$ cat src/rtl/sr_flag_arbiter.sv
`default_nettype none
// ============================================================================
//  Module      : sr_flag_arbiter
//  Description : Owns a bank of NFLAG clocked SR flags and arbitrates
//                set/clear commands from NREQ requesters onto it, one
//                command per clock, with a lock that lets one requester
//                issue an atomic sequence of updates.
//                Build option SR_ARB_RR_EN selects round-robin arbitration;
//                without it the lowest requester index wins.
//  Revision    : 1.0 - initial release
// ============================================================================
module sr_flag_arbiter #(
  parameter int NREQ  = 4,
  parameter int NFLAG = 8,
  parameter int IW    = $clog2(NFLAG),  // derived, leave at default
  parameter int RW    = $clog2(NREQ)    // derived, leave at default
) (
  input  logic               clk,
  input  logic               rst,
  input  logic [NREQ-1:0]    req,
  input  logic [NREQ-1:0]    s,
  input  logic [NREQ-1:0]    r,
  input  logic [NREQ*IW-1:0] idx,
  input  logic [NREQ-1:0]    lock,
  output logic [NREQ-1:0]    gnt,
  output logic [NFLAG-1:0]   q,
  output logic               locked,
  output logic [RW-1:0]      owner,
  output logic               err
);

  typedef enum logic [0:0] {
    ST_IDLE   = 1'b0,
    ST_LOCKED = 1'b1
  } state_t;

  state_t           state_q, state_d;
  logic [NREQ-1:0]  gnt_q, gnt_d;
  logic [NFLAG-1:0] flags_q, flags_d;
  logic [RW-1:0]    owner_q, owner_d;
  logic             err_q, err_d;

  logic [NREQ-1:0]  cand;
  logic             win_vld;
  logic [RW-1:0]    win_id;
  logic [IW-1:0]    win_idx;
  logic             win_s;
  logic             win_r;
  logic             win_lock;
  logic             win_oor;

`ifdef SR_ARB_RR_EN
  logic [RW-1:0]    ptr_q, ptr_d;
`endif

  // Candidate set: everyone in IDLE, only the lock owner while LOCKED.
  always_comb begin
    cand = req;
    if (state_q == ST_LOCKED) begin
      cand          = '0;
      cand[owner_q] = req[owner_q];
    end
  end

`ifdef SR_ARB_RR_EN
  // Round-robin pick: first candidate at or above the pointer, wrapping.
  always_comb begin
    win_vld = 1'b0;
    win_id  = '0;
    for (int k = 0; k < NREQ; k++) begin
      int j;
      j = int'(ptr_q) + k;
      if (j >= NREQ) j = j - NREQ;
      if (!win_vld && cand[j]) begin
        win_vld = 1'b1;
        win_id  = RW'(j);
      end
    end
  end
`else
  // Fixed priority pick: lowest candidate index wins.
  always_comb begin
    win_vld = 1'b0;
    win_id  = '0;
    for (int i = NREQ - 1; i >= 0; i--) begin
      if (cand[i]) begin
        win_vld = 1'b1;
        win_id  = RW'(i);
      end
    end
  end
`endif

  // Fields of the winning requester's command.
  always_comb begin
    win_idx  = idx[int'(win_id)*IW +: IW];
    win_s    = s[win_id];
    win_r    = r[win_id];
    win_lock = lock[win_id];
    win_oor  = (int'(win_idx) >= NFLAG);
  end

  // Next-state: grant pulse, flag update, error capture, lock FSM, pointer.
  always_comb begin
    state_d = state_q;
    gnt_d   = '0;
    flags_d = flags_q;
    owner_d = owner_q;
    err_d   = err_q;
`ifdef SR_ARB_RR_EN
    ptr_d   = ptr_q;
`endif

    if (win_vld) begin
      gnt_d[win_id] = 1'b1;
      if (win_oor) begin
        err_d = 1'b1;
      end else begin
        // SR behaviour: set, clear, or hold on s=r (both 0 or both 1).
        for (int f = 0; f < NFLAG; f++) begin
          if (win_idx == IW'(f)) begin
            if (win_s && !win_r)      flags_d[f] = 1'b1;
            else if (!win_s && win_r) flags_d[f] = 1'b0;
          end
        end
      end
    end

    case (state_q)
      ST_IDLE: begin
        if (win_vld && win_lock) begin
          state_d = ST_LOCKED;
          owner_d = win_id;
        end
      end
      ST_LOCKED: begin
        // Owner releasing the lock; any command it presents this edge has
        // already been granted above.
        if (!lock[owner_q]) begin
          state_d = ST_IDLE;
          owner_d = '0;
        end
      end
      default: begin
        state_d = ST_IDLE;
        owner_d = '0;
      end
    endcase

`ifdef SR_ARB_RR_EN
    // Pointer frozen for grants inside a held lock; advances otherwise,
    // including on the grant that releases the lock.
    if (win_vld && ((state_q == ST_IDLE) || !lock[owner_q])) begin
      ptr_d = (int'(win_id) == NREQ - 1) ? '0 : win_id + 1'b1;
    end
`endif
  end

  // State registers with asynchronous reset.
  always_ff @(posedge clk or posedge rst) begin
    if (rst) begin
      state_q <= ST_IDLE;
      gnt_q   <= '0;
      flags_q <= '0;
      owner_q <= '0;
      err_q   <= 1'b0;
`ifdef SR_ARB_RR_EN
      ptr_q   <= '0;
`endif
    end else begin
      state_q <= state_d;
      gnt_q   <= gnt_d;
      flags_q <= flags_d;
      owner_q <= owner_d;
      err_q   <= err_d;
`ifdef SR_ARB_RR_EN
      ptr_q   <= ptr_d;
`endif
    end
  end

  assign gnt    = gnt_q;
  assign q      = flags_q;
  assign locked = (state_q == ST_LOCKED);
  assign owner  = owner_q;
  assign err    = err_q;

endmodule
`default_nettype wire

$ cat config.mk
export PLATFORM = sky130hd
export DESIGN_NAME = sr_flag_arbiter
export DESIGN_NICKNAME = d
export VERILOG_FILES = /design/src/rtl/sr_flag_arbiter.sv
export SDC_FILE = /design/constraint.sdc
export NUM_CORES = 1
export LEC_CHECK = 0
export CELL_PAD_IN_SITES_DETAIL_PLACEMENT = 2
export CELL_PAD_IN_SITES_GLOBAL_PLACEMENT = 2
export CORE_MARGIN = 2
export CORE_UTILIZATION = 25
export DETAILED_ROUTE_END_ITERATION = 8
export GPL_TIMING_DRIVEN = 0
export PLACE_DENSITY_LB_ADDON = 0.1
export SLEW_MARGIN = 10
export SYNTH_ARGS = -nofsm -noshare
export SYNTH_HDL_FRONTEND = slang
export SYNTH_SLANG_ARGS = --single-unit
$ cat constraint.sdc
create_clock -name clk -period 3.59 [get_ports clk]
set_input_delay 0.5385 -clock clk [delete_from_list [all_inputs] [get_ports clk]]
set_output_delay 0.5385 -clock clk [all_outputs]
set_load 0.005 [all_outputs]
; ---- After elaboration in Yosys (flattened, before gate mapping)
; Index checks and enable logic that the tools add are counted.
[word_totals]
elab_cells = 78
ff_bits = 15
output_inout_bits = 16
input_bits = 30
[classes]
multipliers = 1
shifts = 1
n_reduce_logical = 18
muxes = 32
eq_ne = 9
n_lt_le_gt_ge = 4
bitwise = 2
[ops]
columns = operator, count
row1 = 3-bit AND reduction, 8
row2 = 1-bit two-way mux, 15
row3 = "3-bit == test, second input constant", 4
row4 = 2-bit two-way mux, 6
row5 = 12-bit by 5-bit indexed part select with 3-bit output, 1
row6 = 1-bit binary-select mux with 2-bit select, 5
row7 = 4-bit two-way mux, 2
row8 = "3-bit by 2-bit == test with 1-bit output, second input constant", 2
row9 = "2-bit by 3-bit less-than comparator with 1-bit output, second input constant", 2
row10 = 1-bit logical AND, 5
row11 = 4-bit bitwise AND, 1
row12 = 1-bit demux with 2-bit select, 2
row13 = "2-bit by 1-bit >= comparator with 1-bit output, second input constant", 2
row14 = "2-bit by 2-bit multiplier with 4-bit output, second input constant", 1
row15 = "2-bit inequality test, second input constant", 2
row16 = 2-bit case mux with 2 select lines, 1
row17 = "3-bit by 1-bit == test with 1-bit output, second input constant", 1
row18 = 3-bit logical NOT, 1
row19 = 1-bit logical NOT, 2
row20 = 1-bit case mux with 2 select lines, 1
row21 = 2-bit AND reduction, 1
row22 = 2-bit nonzero test, 1
row23 = 1-bit inverter, 1

; ---- Longest topological paths before layout
; Gate-level depths: netlist of run 1.
[depth]
word_depth = 16
mapped_depth = 12
ltp_nobuf = 11

; ---- Least setup slack after synthesis of run 1
; Ideal clock, no wire load.
[synth_path]
kind = reg2reg
start = reg state_q, in the netlist locked
end = reg flags_q[0], in the netlist q[0]
setup_time_ps = 128
required_time_ps = 3462
arrival_ps = 2535
setup_slack_ps = 927
stages_incl_launch_ff = 12
path_cell_list = dfrtp_1 > buf_6 > nand4_1 > nand2_1 > o21ai_1 > mux2i_1 > o21ai_0 > ha_1 > a21oi_2 > o2111ai_1 > nor3_1 > mux2_1
[synth_between]
elab_chain_len = 11
[synth_rtl]
columns = item, line
row1 = start: declaration, 37  ; state_t state_q, state_d;
row2 = start signal: assignment, 171  ; state_q <= state_d;
row3 = 4-bit two-way mux (*), 59  ; if (state_q == ST_LOCKED) begin
row4 = branches (longest 10 deep; another with 2-bit by 2-bit multiplier with 4-bit output), --
row5 = end signal: assignment, 173  ; flags_q <= flags_d;
row6 = end: declaration, 39  ; logic [NFLAG-1:0] flags_q, flags_d;
; Mark *: on every way between the ends. The select of a mux whose other input is x is not followed.
; A chain may end at the register's enable or synchronous reset.

; ---- Worst setup path after layout of run 1
[layout_path]
start = in req[2]
end = reg flags_q[0], in the netlist q[0]
[layout_between]
elab_chain_len = 14
[layout_rtl]
columns = item, line
row1 = start: declaration, 20  ; input logic [NREQ-1:0] req,
row2 = 1-bit binary-select mux with 2-bit select, 61  ; cand[owner_q] = req[owner_q];
row3 = 1-bit two-way mux (not written as such), 61
row4 = 4-bit bitwise AND (no source line), --
row5 = 4-bit two-way mux (*), 59
row6 = branches (longest 10 deep; another with 2-bit by 2-bit multiplier with 4-bit output), --
; Marked as above.

==> results of run 1 <==
==> worst paths after layout <==
check                      slack (ps)     end  cells after the start
min in group asynchronous         650  gnt[3]                      2
min                               490    q[2]                      1
max                               250    q[0]                     12
max in group asynchronous        2550    q[4]                      2
max reg2reg                       550    q[0]                     11
min reg2reg                       490    q[2]                      1
==> state kept, by name (all words and copies together) (netlist names) <==
| register | flops |
|---|---|
| locked | 1 |
| owner | 2 |
| gnt | 4 |
| q | 8 |
==> power by group through the flow <==
stage	combinational [mW]	clock [mW]	sequential (mW)
finish	0.679	0.150	0.273
global route	0.744	0.163	0.285
CTS	0.667	0.154	0.274
detailed placement	0.660	0	0.277
global placement	0.643	0	0.273
floorplan	0.390	0	0.273
==> metal layers <==
| layer | vias to the layer above | GRT usage, % | routed length (µm) |
|---|---|---|---|
| met5 | - | 0 | 0 |
| met4 | 0 | 4.40 | 51 |
| met3 | 4 | 2.85 | 145 |
| met2 | 32 | 26.4 | 1850 |
| met1 | 530 | 22.3 | 1750 |
| li1 | 515 | - | - |
==> stage by stage <==
stage,cells,TNS (ps),total power [mW],utilization [%],setup WS (ps)
final,209,0,1.10,39.2,247
after global routing,209,0,1.19,39.2,25.2
after CTS,209,0,1.09,38.6,91.2
after detailed placement,205,-1250,0.937,37.4,-348
after global placement,205,-768,0.915,37.4,-223
after floorplan,109,0,0.664,-,927
==> cells by family (layout without fill, tap and decap cells) <==
family / count (synthesis) / count (layout) / share of synthesized area, %
mux: 14 / 14 / 15.6
buf+inv: 10 / 58 / 5.12
simple gates: 35 / 35 / 16.1
compound gates: 33 / 33 / 28.4
other cells: 1 / 1 / 0.333
flops: 15 / 15 / 33.4
fa+ha+maj: 1 / 1 / 1.11
==> cell usage in the layout, fill, tap and decap left out, types with 2 or more instances in the layout <==
cell and n:
buf_6 2, clkbuf_8 3, clkdlybuf4s50_1 43, dfrtp_1 15
inv_1 6, mux2_1 8, mux2i_1 4, nand2_1 9
nand2b_1 2, nand4_1 5, nor2_1 8, nor3_1 3
nor3_2 2, o2111ai_2 4, o211a_1 2, o211ai_1 2
o21ai_0 3, o22a_1 2, o22ai_1 3, o32a_1 2
==> worst register-to-register path: cells and delay by family (launching register included) <==
kind	cells	cell delay (ps)
buf+inv	1	240
mux	2	580
compound gates	4	840
fa+ha+maj	1	310
flops	1	400
simple gates	3	550
==> layout make-up <==
class | instances | area, µm²
Timing Repair Buffer | 44 | 443
Multi-Input combinational cell | 84 | 719
Buffer | 4 | 35.0
Clock buffer | 3 | 41.3
Clock inverter | 1 | 5.00
Inverter | 6 | 22.5
Sequential cell | 15 | 375
Fill cell | 470 | 2650
Tap cell | 52 | 65.1
==> timing repair <==
item	in CTS	in global routing
resized for setup	1	5
hold buffers	0	0
endpoints found under the hold margin	0	0
setup endpoints to repair	2	4
==> results_dict.tcl, run 1 <==
set metrics [dict create \
    grt-ovfl-total 0 \
    die_h_um 71.1 \
    fin_crit_ps 3340 \
    status "finished clean" \
    power_leakage_nw 0.703 \
    async_reset_ff_share_pct 100 \
    wl_per_cell_um 18.1 \
    critPathTopFamily "compound AO/OA/AOI/OAI gates" \
    pin_count 46 \
    die_w_um 71.1 \
    cts_root_buf "clkbuf_8" \
    ys.flop_type "dfrtp_1" \
    vdd_ir_drop_max_mv 0.230 \
    cts_buffer_depth 2 \
    drt_iter0_markers 25 \
    netlist.top_cell.by_area "dfrtp_1" \
    crit_arrival_ps 3480 \
    cts_tree "done" \
    synth_nets 140 \
    grt_usage_pct 16.2 \
    pwr-share-comb_pct 61.6 \
    critPathLaunch "req[2]" \
    ys_ff_latch 15 \
    rsz0062_at_grt "false" \
    period_share_pct 93.1 \
    setup_viol 0 \
    finalMaxSlewViolations 0 \
    numCtsBuffers 3 \
    slowest_stage "clkdlybuf4s50_1" \
    crit_chain "clkdlybuf4s50_1 > nand2b_2 > a21oi_4 > o21a_4 > nor2_1 > nor2_1 > o21ai_0 > ha_1 > a21oi_2 > o2111ai_2 > nor3_1 > mux2_1" \
    area_delta_synth_final_pct 51.7 \
    vias_per_cell 5.17 \
    dr.pass1.iters 4 \
    drv_cap 0 \
    synth-seq-area-share_pct 33.4 \
    core_area_um2 4350 \
    hold_class "flop to flop" \
    hp-start "q[2]" \
    clock_power_share_pct 13.6 \
    clk_pin_slew_ps 70 \
    path_class "input port to flop" \
    worst-path-buf-inv 1 \
    whs_ps 492 \
    die_area_um2 5050 \
    grt_pass1_wl_um 6340 \
    synth_cell_type_count 44 \
    final-hold-violation-count 0 \
    layout.nets 189 \
    pwr_density_cell_nw_per_um2 646 \
    final_area_um2 1710 \
    initial_core_util_pct 25.8 \
    ant_nets 0 \
    gp_congestion 0.762 \
    syn_inst 109 \
    drc_errors 0 \
    synth_edf_count 0 \
    syn_area_um2 1120 \
    synth_commonest_cells "15 x dfrtp_1, 9 x nand2_1, 8 x mux2_1, 8 x nor2_1, 6 x inv_1" \
    critPathCaptureType "flop" \
    syn_avg_cell_area_um2 10.3 \
    crit_required_ps 3730 \
    path_common_cell "nor2_1" \
    h-tree-depth 1 \
    io_buffer_count 44 \
    slowest_delay_ps 570 \
    ys_top_cells_by_area "dfrtp_1 33%, mux2_1 8.0%, o2111ai_2 4.0%" \
    grt_start_max_net_pins 16 \
    p_switching_mw 0.457 \
    worstSetupStartpointType "input port" \
    grt_pass1_vias 1213 \
    path_max_fanout 8 \
    tightestPinTransition_ps 599 \
    num_rows 24 \
    ys_warn_count 0 \
    timing.fmax_ghz 0.299 \
    synth.top_cell.area_share_pct 33.4 \
    slew_headroom_pct 60.0 \
    pwr-share-seq_pct 24.8 \
    dp_hpwl_um 3000 \
    yosysMostFrequentCell "dfrtp_1" \
    dpl_cell_area_um2 1630 \
    p_sw_share_pct 41.5 \
    post_cts_buffers 0 \
    timing.rr.start "owner[1]" \
    vias 1081 \
    antenna_cells 0 \
    antenna_found_initial 0 \
    layout-drive-gt1-share_pct 17.2 \
    drt-total-wl_um 3790 \
    power.internal_mw 0.644 \
    cts_sinks 15 \
    skew_ps 3.15 \
    insertion_delay_ps 260 \
]
Power figures use the tool's default switching activity.
==> inputs of run 2 (changes only) <==
--- a/config.mk
+++ b/config.mk
@@ -11,6 +11,7 @@
 export CORE_UTILIZATION = 25
 export DETAILED_ROUTE_END_ITERATION = 8
 export GPL_TIMING_DRIVEN = 0
+export MAX_ROUTING_LAYER = met4
 export PLACE_DENSITY_LB_ADDON = 0.1
 export SLEW_MARGIN = 10
 export SYNTH_ARGS = -nofsm -noshare
==> constraint.sdc (replaced) <==
create_clock -name clk -period 3.59 [get_ports clk]
set_input_delay 1.077 -clock clk [delete_from_list [all_inputs] [get_ports clk]]
set_output_delay 1.077 -clock clk [all_outputs]
set_load 0.005 [all_outputs]
==> run 2 against run 1 <==
Compared with the run above:
- clock skew grew 2.7 ps
- cell count grew 2.4%
- highest routed layer unchanged
- routed wire length grew 9.2%
- critical endpoint is now q[3]
- largest cell class unchanged
- clock power shrank 3%
==> results_dict.tcl, run 2 (same netlist as run 1, synthesis figures left out) <==
set metrics [dict create \
    status "finished clean" \
    grt_pass1_wl_um 6800 \
    cts_sinks 15 \
    setup_tns_ps 0 \
    grt_start_max_net_pins 16 \
    pin_count 46 \
    clk_pin_slew_ps 60 \
    fillCellCount 472 \
    insertion_delay_ps 260 \
    finalMaxSlewViolations 0 \
    drv_cap 0 \
    die_area_um2 5050 \
    setup_viol 0 \
    grt-ovfl-total 0 \
    crit_arrival_ps 3590 \
    skew_ps 5.83 \
    core_area_um2 4350 \
    final_cell_mix "40 x clkdlybuf4s50_1, 15 x dfrtp_1, 8 x nor2_1, 8 x mux2_1, 7 x nand2_1" \
    final-hold-violation-count 0 \
    slowest_stage "clkdlybuf4s15_1" \
    initial_core_util_pct 25.8 \
    dr.pass1.iters 4 \
    vias_per_cell 5.27 \
    vias 1127 \
    dpl_cell_area_um2 1630 \
    layout-drive-gt1-share_pct 24.1 \
    crit_chain "clkdlybuf4s15_1 > nand2b_2 > a21oi_4 > o21ai_4 > mux2i_1 > o21ai_0 > ha_1 > a21oi_4 > o2111ai_4 > nor3_4 > mux2_1" \
    antenna_found_initial 0 \
    h-tree-depth 1 \
    final_common_cell "clkdlybuf4s50_1" \
    crit_required_ps 3720 \
    layout.nets 194 \
    tightestPinTransition_ps 618 \
    die_w_um 71.1 \
    ctsHoldBuffers 0 \
    dp_hpwl_um 3000 \
    ant_nets 0 \
    wl_per_cell_um 19.3 \
    path_common_cell "a21oi_4" \
    vdd_ir_drop_max_mv 0.238 \
    die_h_um 71.1 \
    period_share_pct 96.3 \
    largest_register_ffs 8 \
    num_rows 24 \
    path_max_fanout 7 \
    fin_crit_ps 3460 \
    drt_iter0_markers 27 \
    hold_class "flop to flop" \
    total_power_mw 1.21 \
    critPathCaptureType "flop" \
    slowest_delay_ps 340 \
    slew_headroom_pct 58.8 \
    final_util_pct 41.1 \
    drt-total-wl_um 4140 \
    pwr_density_cell_nw_per_um2 676 \
    gp_congestion 0.772 \
    drc_errors 0 \
    cts_buffer_depth 2 \
    final_area_um2 1790 \
    timing.fmax_ghz 0.289 \
    numCtsBuffers 3 \
    worstSetupStartpointType "input port" \
    grt_usage_pct 18.1 \
    antenna_cells 0 \
    cts_tree "done" \
    path_class "input port to flop" \
    grt_pass1_vias 1281 \
    power_leakage_nw 0.749 \
    cts_root_buf "clkbuf_8" \
    io_buffer_count 44 \
    area_delta_synth_final_pct 59.3 \
]
run 2: path summary, 6_finish.rpt:
path                            slack [ps]  cells after the start     end     start
worst min register to register         490                      1    q[2]      q[2]
worst max register to register         650                     11    q[3]  owner[1]
worst min-delay path                   490                      1    q[2]      q[2]
min in group asynchronous             1200                      2  gnt[3]       rst
worst max-delay path                   130                     11    q[3]    req[2]
max in group asynchronous             1990                      2    q[4]       rst
run 2: where the power goes:
| part | switching [mW] | total [mW] | internal, mW | leakage, nW |
|---|---|---|---|---|
| clock | 0.0680 | 0.145 | 0.0771 | 0.0255 |
| sequential | 0.0434 | 0.274 | 0.231 | 0.197 |
| combinational | 0.403 | 0.792 | 0.389 | 0.527 |
run 2: stage by stage:
step	std cells	setup WS, ps	hold slack, ps
6_report	214	131	490
5_1_grt	214	-13.6	524
4_1_cts	213	12.9	498
3_5_place_dp	205	-887	480
3_3_place_gp	205	-762	472
2_1_floorplan	109	424	483
run 2: repair_timing:
action                                  4_1_cts  5_1_grt
endpoints found under the setup margin        8        6
pin swaps                                     4        1
setup buffers                                 4        1
resized for setup                            12        9
endpoints found under the hold margin         0        0
run 2: critical path, delay by kind of cell:
family	cells	cell delay, ps
AO/OA/AOI/OAI	5	770
adder cells (fa/ha/maj)	1	340
buffers and inverters	1	340
multiplexers	2	520
AND/OR/NAND/NOR	2	550
run 2: cell type report:
cell class / instances / area [µm²] / share of cell area (%)
Inverter: 6 / 22.5 / 1.26
Buffer: 4 / 35.0 / 1.96
Tap cell: 52 / 65.1 / 3.63
Sequential cell: 15 / 375 / 20.9
Clock inverter: 1 / 5.00 / 0.279
Timing Repair Buffer: 49 / 478 / 26.7
Clock buffer: 3 / 41.3 / 2.30
Multi-Input combinational cell: 84 / 769 / 42.9
run 2: layer usage:
layer | part of all wire (%) | track usage [%] | up-vias | wire (µm)
li1 | - | - | 527 | -
met1 | 44 | 22.5 | 566 | 1830
met2 | 52 | 30.6 | 32 | 2130
met3 | 3.8 | 2.99 | 2 | 159
met4 | 0.46 | 4.40 | 0 | 19
met5 | 0 | - | - | 0
==> inputs of run 3 (changes only) <==
--- a/config.mk
+++ b/config.mk
@@ -5,6 +5,7 @@
 export SDC_FILE = /design/constraint.sdc
 export NUM_CORES = 1
 export LEC_CHECK = 0
+export CAP_MARGIN = 40
 export CELL_PAD_IN_SITES_DETAIL_PLACEMENT = 2
 export CELL_PAD_IN_SITES_GLOBAL_PLACEMENT = 2
 export CORE_MARGIN = 2
==> results of run 3 <==
Final layout, timing and power as in run 2 (identical DEF).
